$ cat config.mk
export PLATFORM = sky130hd
export DESIGN_NAME = usb_rx_conditioner_flat
export DESIGN_NICKNAME = d
export VERILOG_FILES = /design/src/rtl/usb_rx_conditioner_if.sv /design/src/rtl/usb_rx_conditioner.sv /design/src/flat_wrapper.sv
export SDC_FILE = /design/constraint.sdc
export NUM_CORES = 1
export LEC_CHECK = 0
export BUFFER_PORTS_ARGS = -buffer_cell sky130_fd_sc_hd__clkbuf_2
export CORE_MARGIN = 1.5
export CORE_UTILIZATION = 50
export DETAILED_ROUTE_END_ITERATION = 12
export PLACE_DENSITY = 0.69
export SYNTH_ARGS = -nofsm -noshare
export SYNTH_HDL_FRONTEND = slang
export SYNTH_SLANG_ARGS = --single-unit
$ cat constraint.sdc
create_clock -name clk_48mhz -period 2.2 [get_ports clk_48mhz]
set_input_delay 0.33 -clock clk_48mhz [delete_from_list [all_inputs] [get_ports clk_48mhz]]
set_output_delay 0.33 -clock clk_48mhz [all_outputs]
set_load 0.1 [all_outputs]
$ cat src/rtl/usb_rx_conditioner_if.sv
// usb_rx_conditioner_if: pad-side inputs and conditioned outputs of the USB receive conditioner
interface usb_rx_conditioner_if;
    logic       usb_p_rx_io;
    logic       usb_n_rx_io;
    logic       usb_tx_en;
    logic       usb_p_rx;
    logic       usb_n_rx;
    logic [1:0] line_state;
    logic       bus_reset;
    logic       usb_pu;
    logic       activity;
    modport master (
        output usb_p_rx_io, usb_n_rx_io, usb_tx_en,
        input  usb_p_rx, usb_n_rx, line_state, bus_reset, usb_pu, activity
    );
    modport slave (
        input  usb_p_rx_io, usb_n_rx_io, usb_tx_en,
        output usb_p_rx, usb_n_rx, line_state, bus_reset, usb_pu, activity
    );
endinterface

$ cat src/rtl/usb_rx_conditioner.sv
// usb_rx_conditioner: pad sync, TX echo mask, bus-reset detect, pull-up delay, activity strobe; USB_SE1_FILTER_EN holds output on SE1
module usb_rx_conditioner #(
    parameter int SYNC_STAGES      = 2,
    parameter int SE0_RESET_CYCLES = 120,
    parameter int PU_DELAY_CYCLES  = 48000,
    parameter int ACT_CYCLES       = 2400000
) (
    input  logic                 clk_48mhz,
    input  logic                 reset,
    usb_rx_conditioner_if.slave  bus
);
    localparam int HW = $clog2(SYNC_STAGES + 2);
    localparam int SW = $clog2(SE0_RESET_CYCLES + 1);
    localparam int PW = $clog2(PU_DELAY_CYCLES + 1);
    localparam int AW = $clog2(ACT_CYCLES + 1);
`ifdef USB_SE1_FILTER_EN
    localparam bit SE1_FILTER = 1'b1;
`else
    localparam bit SE1_FILTER = 1'b0;
`endif
    typedef enum logic [1:0] {IDLE, COUNT, FIRED} se0_state_t;
    typedef enum logic {PU_WAIT, PU_ON} pu_state_t;
    logic [SYNC_STAGES-1:0] sync_p_q, sync_p_d, sync_n_q, sync_n_d;
    logic                   out_p_q, out_p_d, out_n_q, out_n_d;
    logic [HW-1:0]          hold_q, hold_d;
    logic                   se1_q, se1_d;
    se0_state_t             se0_state_q, se0_state_d;
    logic [SW-1:0]          se0_cnt_q, se0_cnt_d, se0_inc;
    pu_state_t              pu_state_q, pu_state_d;
    logic [PW-1:0]          pu_cnt_q, pu_cnt_d;
    logic [AW-1:0]          act_cnt_q, act_cnt_d;
    logic                   masked, se1_in, se0, bus_rst;
    // Synchronizer shift, TX holdoff, output register select and activity stretch
    always_comb begin
        sync_p_d  = {sync_p_q[SYNC_STAGES-2:0], bus.usb_p_rx_io};
        sync_n_d  = {sync_n_q[SYNC_STAGES-2:0], bus.usb_n_rx_io};
        masked    = bus.usb_tx_en || hold_q != '0;
        hold_d    = bus.usb_tx_en ? HW'(SYNC_STAGES + 1) : hold_q != '0 ? hold_q - 1'b1 : hold_q;
        se1_in    = SE1_FILTER && sync_p_q[SYNC_STAGES-1] && sync_n_q[SYNC_STAGES-1];
        out_p_d   = masked ? 1'b1 : se1_in ? out_p_q : sync_p_q[SYNC_STAGES-1];
        out_n_d   = masked ? 1'b0 : se1_in ? out_n_q : sync_n_q[SYNC_STAGES-1];
        se1_d     = !masked && se1_in;
        act_cnt_d = (!masked && {out_p_d, out_n_d} != {out_p_q, out_n_q}) ? AW'(ACT_CYCLES)
                  : act_cnt_q != '0 ? act_cnt_q - 1'b1 : act_cnt_q;
    end
    // SE0 run detector: one pulse per run, counter frozen once fired
    always_comb begin
        se0         = !out_p_q && !out_n_q && !se1_q;
        se0_inc     = (se0_state_q == COUNT ? se0_cnt_q : '0) + 1'b1;
        bus_rst     = se0 && se0_state_q != FIRED && se0_inc == SW'(SE0_RESET_CYCLES);
        se0_state_d = !se0 ? IDLE : (bus_rst || se0_state_q == FIRED) ? FIRED : COUNT;
        se0_cnt_d   = !se0 ? '0 : se0_state_q == FIRED ? se0_cnt_q : se0_inc;
    end
    // Pull-up connect delay after reset
    always_comb begin
        pu_state_d = (pu_state_q == PU_WAIT && pu_cnt_q == PW'(PU_DELAY_CYCLES - 1)) ? PU_ON : pu_state_q;
        pu_cnt_d   = (pu_state_q == PU_WAIT && pu_state_d == PU_WAIT) ? pu_cnt_q + 1'b1 : pu_cnt_q;
    end
    // State registers; sync chains and outputs preset to J
    always_ff @(posedge clk_48mhz) begin
        if (reset) begin
            sync_p_q    <= '1;
            sync_n_q    <= '0;
            out_p_q     <= 1'b1;
            out_n_q     <= 1'b0;
            hold_q      <= '0;
            se1_q       <= 1'b0;
            se0_state_q <= IDLE;
            se0_cnt_q   <= '0;
            pu_state_q  <= PU_WAIT;
            pu_cnt_q    <= '0;
            act_cnt_q   <= '0;
        end else begin
            sync_p_q    <= sync_p_d;
            sync_n_q    <= sync_n_d;
            out_p_q     <= out_p_d;
            out_n_q     <= out_n_d;
            hold_q      <= hold_d;
            se1_q       <= se1_d;
            se0_state_q <= se0_state_d;
            se0_cnt_q   <= se0_cnt_d;
            pu_state_q  <= pu_state_d;
            pu_cnt_q    <= pu_cnt_d;
            act_cnt_q   <= act_cnt_d;
        end
    end
    assign bus.usb_p_rx   = out_p_q;
    assign bus.usb_n_rx   = out_n_q;
    assign bus.line_state = {out_p_q, out_n_q};
    assign bus.bus_reset  = bus_rst;
    assign bus.usb_pu     = pu_state_q == PU_ON;
    assign bus.activity   = act_cnt_q != '0;
endmodule
$ cat src/flat_wrapper.sv
// flat-port wrapper written by rule: the top's interface ports become plain ports
module usb_rx_conditioner_flat 
#(
    parameter int SYNC_STAGES      = 2,
    parameter int SE0_RESET_CYCLES = 120,
    parameter int PU_DELAY_CYCLES  = 48000,
    parameter int ACT_CYCLES       = 2400000
)
  (clk_48mhz, reset, bus_usb_p_rx_io, bus_usb_n_rx_io, bus_usb_tx_en, bus_usb_p_rx, bus_usb_n_rx, bus_line_state, bus_bus_reset, bus_usb_pu, bus_activity);
  usb_rx_conditioner_if bus_i ();
  input  logic clk_48mhz;
  input  logic reset;
  input wire logic [$bits(bus_i.usb_p_rx_io)-1:0] bus_usb_p_rx_io;
  input wire logic [$bits(bus_i.usb_n_rx_io)-1:0] bus_usb_n_rx_io;
  input wire logic [$bits(bus_i.usb_tx_en)-1:0] bus_usb_tx_en;
  output wire logic [$bits(bus_i.usb_p_rx)-1:0] bus_usb_p_rx;
  output wire logic [$bits(bus_i.usb_n_rx)-1:0] bus_usb_n_rx;
  output wire logic [$bits(bus_i.line_state)-1:0] bus_line_state;
  output wire logic [$bits(bus_i.bus_reset)-1:0] bus_bus_reset;
  output wire logic [$bits(bus_i.usb_pu)-1:0] bus_usb_pu;
  output wire logic [$bits(bus_i.activity)-1:0] bus_activity;
  assign bus_i.usb_p_rx_io = bus_usb_p_rx_io;
  assign bus_i.usb_n_rx_io = bus_usb_n_rx_io;
  assign bus_i.usb_tx_en = bus_usb_tx_en;
  assign bus_usb_p_rx = bus_i.usb_p_rx;
  assign bus_usb_n_rx = bus_i.usb_n_rx;
  assign bus_line_state = bus_i.line_state;
  assign bus_bus_reset = bus_i.bus_reset;
  assign bus_usb_pu = bus_i.usb_pu;
  assign bus_activity = bus_i.activity;
  usb_rx_conditioner #(.SYNC_STAGES(SYNC_STAGES), .SE0_RESET_CYCLES(SE0_RESET_CYCLES), .PU_DELAY_CYCLES(PU_DELAY_CYCLES), .ACT_CYCLES(ACT_CYCLES)) u_core (.clk_48mhz(clk_48mhz), .reset(reset), .bus(bus_i));
endmodule
# Word level (Yosys, flattened, before mapping)
# Index checks and enable logic that the tools add are counted.
# word_totals
in_bits,5
elab_cells,50
regBits,56
# op_classes
n_addsub,4
bitwise,3
n_eq_ne,6
n_reduce_logical,17
muxes,9
# op_table
operator,count
22-bit 2-to-1 mux,2
22-bit nonzero test,1
"22-bit by 1-bit subtractor with 22-bit output, second input constant",1
"16-bit by 1-bit adder with 16-bit output, second input constant",1
"16-bit equality test, second input constant",1
"7-bit by 1-bit adder with 7-bit output, second input constant",1
"7-bit equality test, second input constant",1
7-bit 2-to-1 mux,1
1-bit logical AND,6
2-bit 2-to-1 mux,3
2-bit nonzero test,3
2-bit OR reduction,2
1-bit zero test,3
1-bit 2-to-1 mux,3
1-bit NOT,3
"2-bit by 1-bit equality test with 1-bit output, second input constant",1
"2-bit equality test, second input constant",1
1-bit logical OR,2
2-bit != test,1
"2-bit != test, second input constant",1
"2-bit by 1-bit subtractor with 2-bit output, second input constant",1

# Depth between registers and ports, before layout
# logic_depth
depth_word,7
ltp_mapped,8

# Worst setup path before layout
# Ideal clock, no wire load.
# synth_timing
path_type,flip-flop to flip-flop
from,register u_core.se0_state_q[0]
to,register u_core.se0_state_q[1]
arrival_ns,7.082
required_time_ns,2.121
path_slack_ns,-4.961
stages_incl_launch_ff,9
path_cell_list,dfxtp_1 > nor2b_1 > and2_1 > ha_1 > clkbuf_1 > nand3_1 > or3_1 > a2111oi_0 > o21ba_2
# synth_between
elab_chain_len,7
# synth_rtl
element,line_no,rtl
"start, declared",usb_rx_conditioner.sv:27,"se0_state_t se0_state_q, se0_state_d;"
"start signal, assigned",usb_rx_conditioner.sv:80,se0_state_q <= se0_state_d;
2-bit by 1-bit equality test with 1-bit output,usb_rx_conditioner.sv:49,se0_inc = (se0_state_q == COUNT ? se0_cnt_q : '0) + 1'b1;
7-bit 2-to-1 mux,usb_rx_conditioner.sv:49,
7-bit by 1-bit adder with 7-bit output,usb_rx_conditioner.sv:49,
7-bit equality test,usb_rx_conditioner.sv:50,bus_rst = se0 && se0_state_q != FIRED && se0_inc == SW'(SE0_RESET_CYCLES);
1-bit logical AND (*),usb_rx_conditioner.sv:50,
net bus_bus_reset,flat_wrapper.sv:19,output wire logic [$bits(bus_i.bus_reset)-1:0] bus_bus_reset;
1-bit logical OR (*),usb_rx_conditioner.sv:51,se0_state_d = !se0 ? IDLE : (bus_rst || se0_state_q == FIRED) ? FIRED : COUNT;
2-bit 2-to-1 mux (*),usb_rx_conditioner.sv:51,
# Mark *: on every way through the listed nets, which the timed path passes. The rest lies on a longest branch.
# A chain may end at the register's enable or synchronous reset.

# Worst setup path after layout
# layout_timing
from,register u_core.se0_state_q[0]
to,output port bus_bus_reset
# layout_between
elab_chain_len,5
# layout_rtl
element,line_no
2-bit by 1-bit equality test with 1-bit output,usb_rx_conditioner.sv:49
7-bit 2-to-1 mux,usb_rx_conditioner.sv:49
7-bit by 1-bit adder with 7-bit output,usb_rx_conditioner.sv:49
7-bit equality test,usb_rx_conditioner.sv:50
1-bit logical AND (*),usb_rx_conditioner.sv:50
"end, declared",flat_wrapper.sv:19
# Mark *: on every way between the ends. The rest lies on a longest branch, timed or not.

==> impl_metrics.yaml <==
setup_path:
  cp_slowest_cell: "a2111oi_4"
  worst-path-buf-inv: 1
  cpPeakStageDelay_ns: 0.39
  cp_top_family: "simple AND/OR/NAND/NOR gates"
  ff2ff_path_depth: 6
  worst_setup_path_start_kind: "flip-flop"
  crit_type: "reg2out"
  crit_path_end_kind: "primary output"
  critPathArrivalTime_ns: 2.16
  r2r_setup_slack_ns: 0.06
  critical_path.cell_chain: "nor2b_4 > and2_4 > ha_4 > nand3_4 > or3_4 > a2111oi_4 > buf_12"
  timing.rr.end: "u_core.act_cnt_q[11]"
  cp_data_required_time_ns: 1.87
  reg2reg_from: "u_core.act_cnt_q[4]"
  worstPathMaxFanout: 3
synthesis:
  syn-num-nets: 356
  synth_top_area_cell: "dfxtp_1"
  ys_seq_area_share_pct: 38.1
  yosysWarnings: 0
  ys.flop_type: "dfxtp_1"
  ys_async_sr_fraction_pct: 0
  synth_cell_types: 47
  synth_seq_cells: 56
  synth_edf_count: 0
  synth.top_cell.area_share_pct: 38.1
  avgSynthCellArea_um2: 8.53
  synth_area_leaders: "dfxtp_1 38%, mux2_2 3.8%, nor2_1 3.4%"
  netlist_instances: 345
  netlist_area_mm2: 0.00294
power_and_ir_drop:
  fin_total_pwr_uw: 4140
  p_switching_uw: 1690
  p_leak_uw: 0.00136
  swShare_pct: 40.8
  powerDensity_mw_per_mm2: 1180
  p_int_uw: 2450
  pwr-share-comb_pct: 52.5
  power.share.clock_pct: 13.6
  p_seq_share_pct: 33.9
  ir_drop_mv: 0.693
sta:
  finalHoldViolCount: 0
  fmax_ghz: 0.402
  post-route-period-util_pct: 113
  rsz0062_at_grt: "yes"
  finalWorstSetupSlack_ns: -0.285
  period_needed_ns: 2.49
  finalSetupViolCount: 1
  slew_violations: 0
  skew_ns: 0.00719
  worst_pin_slew_ns: 0.543
  slew_headroom_pct: 62.9
global_routing:
  grt_usage_pct: 22.3
  grt_max_degree: 30
  grt_pass1_wl_mm: 11.3
  first_global_vias: 2523
  overflow: 0
  antenna_found_initial: 0
cts:
  tritoncts: "yes"
  clockRootBuffer: "clkbuf_8"
  clk_path_buf_depth: 2
  cts_made_buffers: 5
  cts.sinks: 56
  postCtsHoldBufs: 0
  clk_latency_ns: 0.30
  htreeDepth: 2
  cts.clk_slew.worst_paths_ns: 0.10
die:
  die_height_um: 79.7
  ios: 12
  dieArea_mm2: 0.00635
  start_util_pct: 52.5
  num_rows: 27
  fp.coreArea_mm2: 0.00561
  fp.dieW_um: 79.7
worst_hold_path:
  min_to: "u_core.sync_p_q[0]"
  min_from: "bus_usb_p_rx_io"
  min_path_cells: 2
  min_path_type: "in2reg"
cells_and_area:
  antennaDiodeCount: 0
  finalNetCount: 387
  syn_to_final_growth_pct: 19.0
  drive_above_1_share_pct: 24.1
  design_area_mm2: 0.00350
  final_cells: 449
  nFillCells: 480
  post-route-util_pct: 62.4
placed_design:
  dp_cells: 431
  pre_cts_slack_ns: -0.00390
  placed_area_mm2: 0.00330
  io_buffers: 11
  hpwl_mm: 4.49
  routabilityCongestion: 0.808
route:
  vias: 2661
  wl_per_cell_um: 14.6
  drtPass1Iterations: 4
  avgViaCountPerCell: 5.93
  postRouteAntennaNets: 0
  detail_route.iter0.violations: 182
  wl_mm: 6.57
  drcViolationCount: 0
status:
  violations: "negative setup slack"
  status: "complete, but fails checks"
job:
  maxCapViolCount: 0
## logic make-up (layout without fill, tap and decap cells)
logic type                 Yosys count  after routing  synth area share [%]
muxes                               20             20                  7.23
AOI/OAI and AO/OA                   62             62                  13.7
and+or+nand+nor                    161            162                  31.5
buffers and inverters               32             63                  4.46
DFF                                 56             56                  38.1
adders and majority gates            6              6                  2.55
xor gates and xnor gates             8              8                  2.38
## per-layer routing
metal,part of all wire (%),routed length [um],global-route usage [%]
met5,0,0,0
met1,46,3030,28.4
met3,4.4,287,3.09
met4,1.0,69,8.25
met2,48,3190,38.1
## through the flow
stage / TNS, ns / hold WS (ns)
floorplan: -2.00 / 0.389
global placement: 0 / 0.393
detailed placement: -0.00390 / 0.406
CTS: -0.357 / 0.193
global route: -0.444 / 0.186
finish: -0.285 / 0.212
## layout make-up
| type | count | area (um^2) | area share (%) |
|---|---|---|---|
| flip-flops and latches | 56 | 1130 | 32.2 |
| clock buffers | 6 | 72.6 | 2.07 |
| multi-input cells | 258 | 1810 | 51.6 |
| clock inverters | 2 | 16.3 | 0.464 |
| inverters | 8 | 30.0 | 0.857 |
| well taps | 72 | 90.1 | 2.57 |
| repair buffers | 47 | 359 | 10.3 |
## cells in the final DEF (no fill, tap or decap), types with 4 or more instances in the layout
cell,instances
dfxtp_1,52
buf_4,35
nor2_1,27
a21oi_1,20
nor3_1,14
nand2_1,13
nand3_1,13
nor2b_1,13
or3_1,12
nand4_1,11
or4_1,10
mux2_2,10
mux2i_1,10
o31ai_1,9
clkbuf_2,9
inv_1,8
and3_1,7
a31oi_1,7
a211oi_1,7
nor4_1,6
o21ai_0,6
xnor2_1,5
nand2b_1,5
ha_1,5
clkbuf_8,5
or4_4,4
dfxtp_2,4
## synthesized netlist by cell type, types with 2 or more instances
library cell,instances
nor4_1,8
a211oi_1,7
inv_1,8
dfxtp_1,56
or2_2,2
and3_1,7
o21ai_0,7
nor2b_1,14
a2111oi_0,3
or3_1,13
nand3_1,14
clkbuf_1,18
mux2_2,10
o31ai_1,9
nand2b_1,5
nand2_1,14
xnor2_1,5
nor4_2,2
nor4b_1,2
nor3_1,14
nand4_1,11
ha_1,6
buf_2,3
and2_1,4
buf_4,2
a22oi_1,2
mux2i_1,10
xor2_1,3
or4_1,12
a31oi_1,7
and4_1,4
nor3b_1,3
nor2_1,27
a21oi_1,20
## worst max-delay path by stage
stage                                from             to  slack, ns  cells after the start
floorplan           u_core.se0_state_q[0]  bus_bus_reset      -0.71                      7
global placement    u_core.se0_state_q[0]  bus_bus_reset       0.07                      7
detailed placement  u_core.se0_state_q[0]  bus_bus_reset     -0.004                      7
CTS                 u_core.se0_state_q[0]  bus_bus_reset      -0.36                      7
global route        u_core.se0_state_q[0]  bus_bus_reset      -0.40                      7
finish              u_core.se0_state_q[0]  bus_bus_reset      -0.29                      7
## sequential cells by signal (all words and copies together), names as in the netlist, 2 cells and up
signal	flops
u_core.hold_q	2
u_core.act_cnt_q	22
u_core.sync_n_q	2
u_core.se0_cnt_q	7
u_core.pu_cnt_q	16
u_core.se0_state_q	2
u_core.sync_p_q	2
## power by group through the flow
stage | logic, uW | clock network, uW | registers, uW
finish | 2170 | 562 | 1410
global route | 2390 | 629 | 1430
CTS | 2050 | 586 | 1380
detailed placement | 1960 | 0 | 1400
global placement | 1920 | 0 | 1390
floorplan | 1340 | 0 | 1360
## repair_timing
action                     in CTS  in global routing
setup endpoints to repair       2                  9
buffers inserted                8                  1
cloned                          0                  1
gates resized for setup         5                  5
pin swaps                       4                  4
No activity file was read; power rests on OpenSTA's default activity.
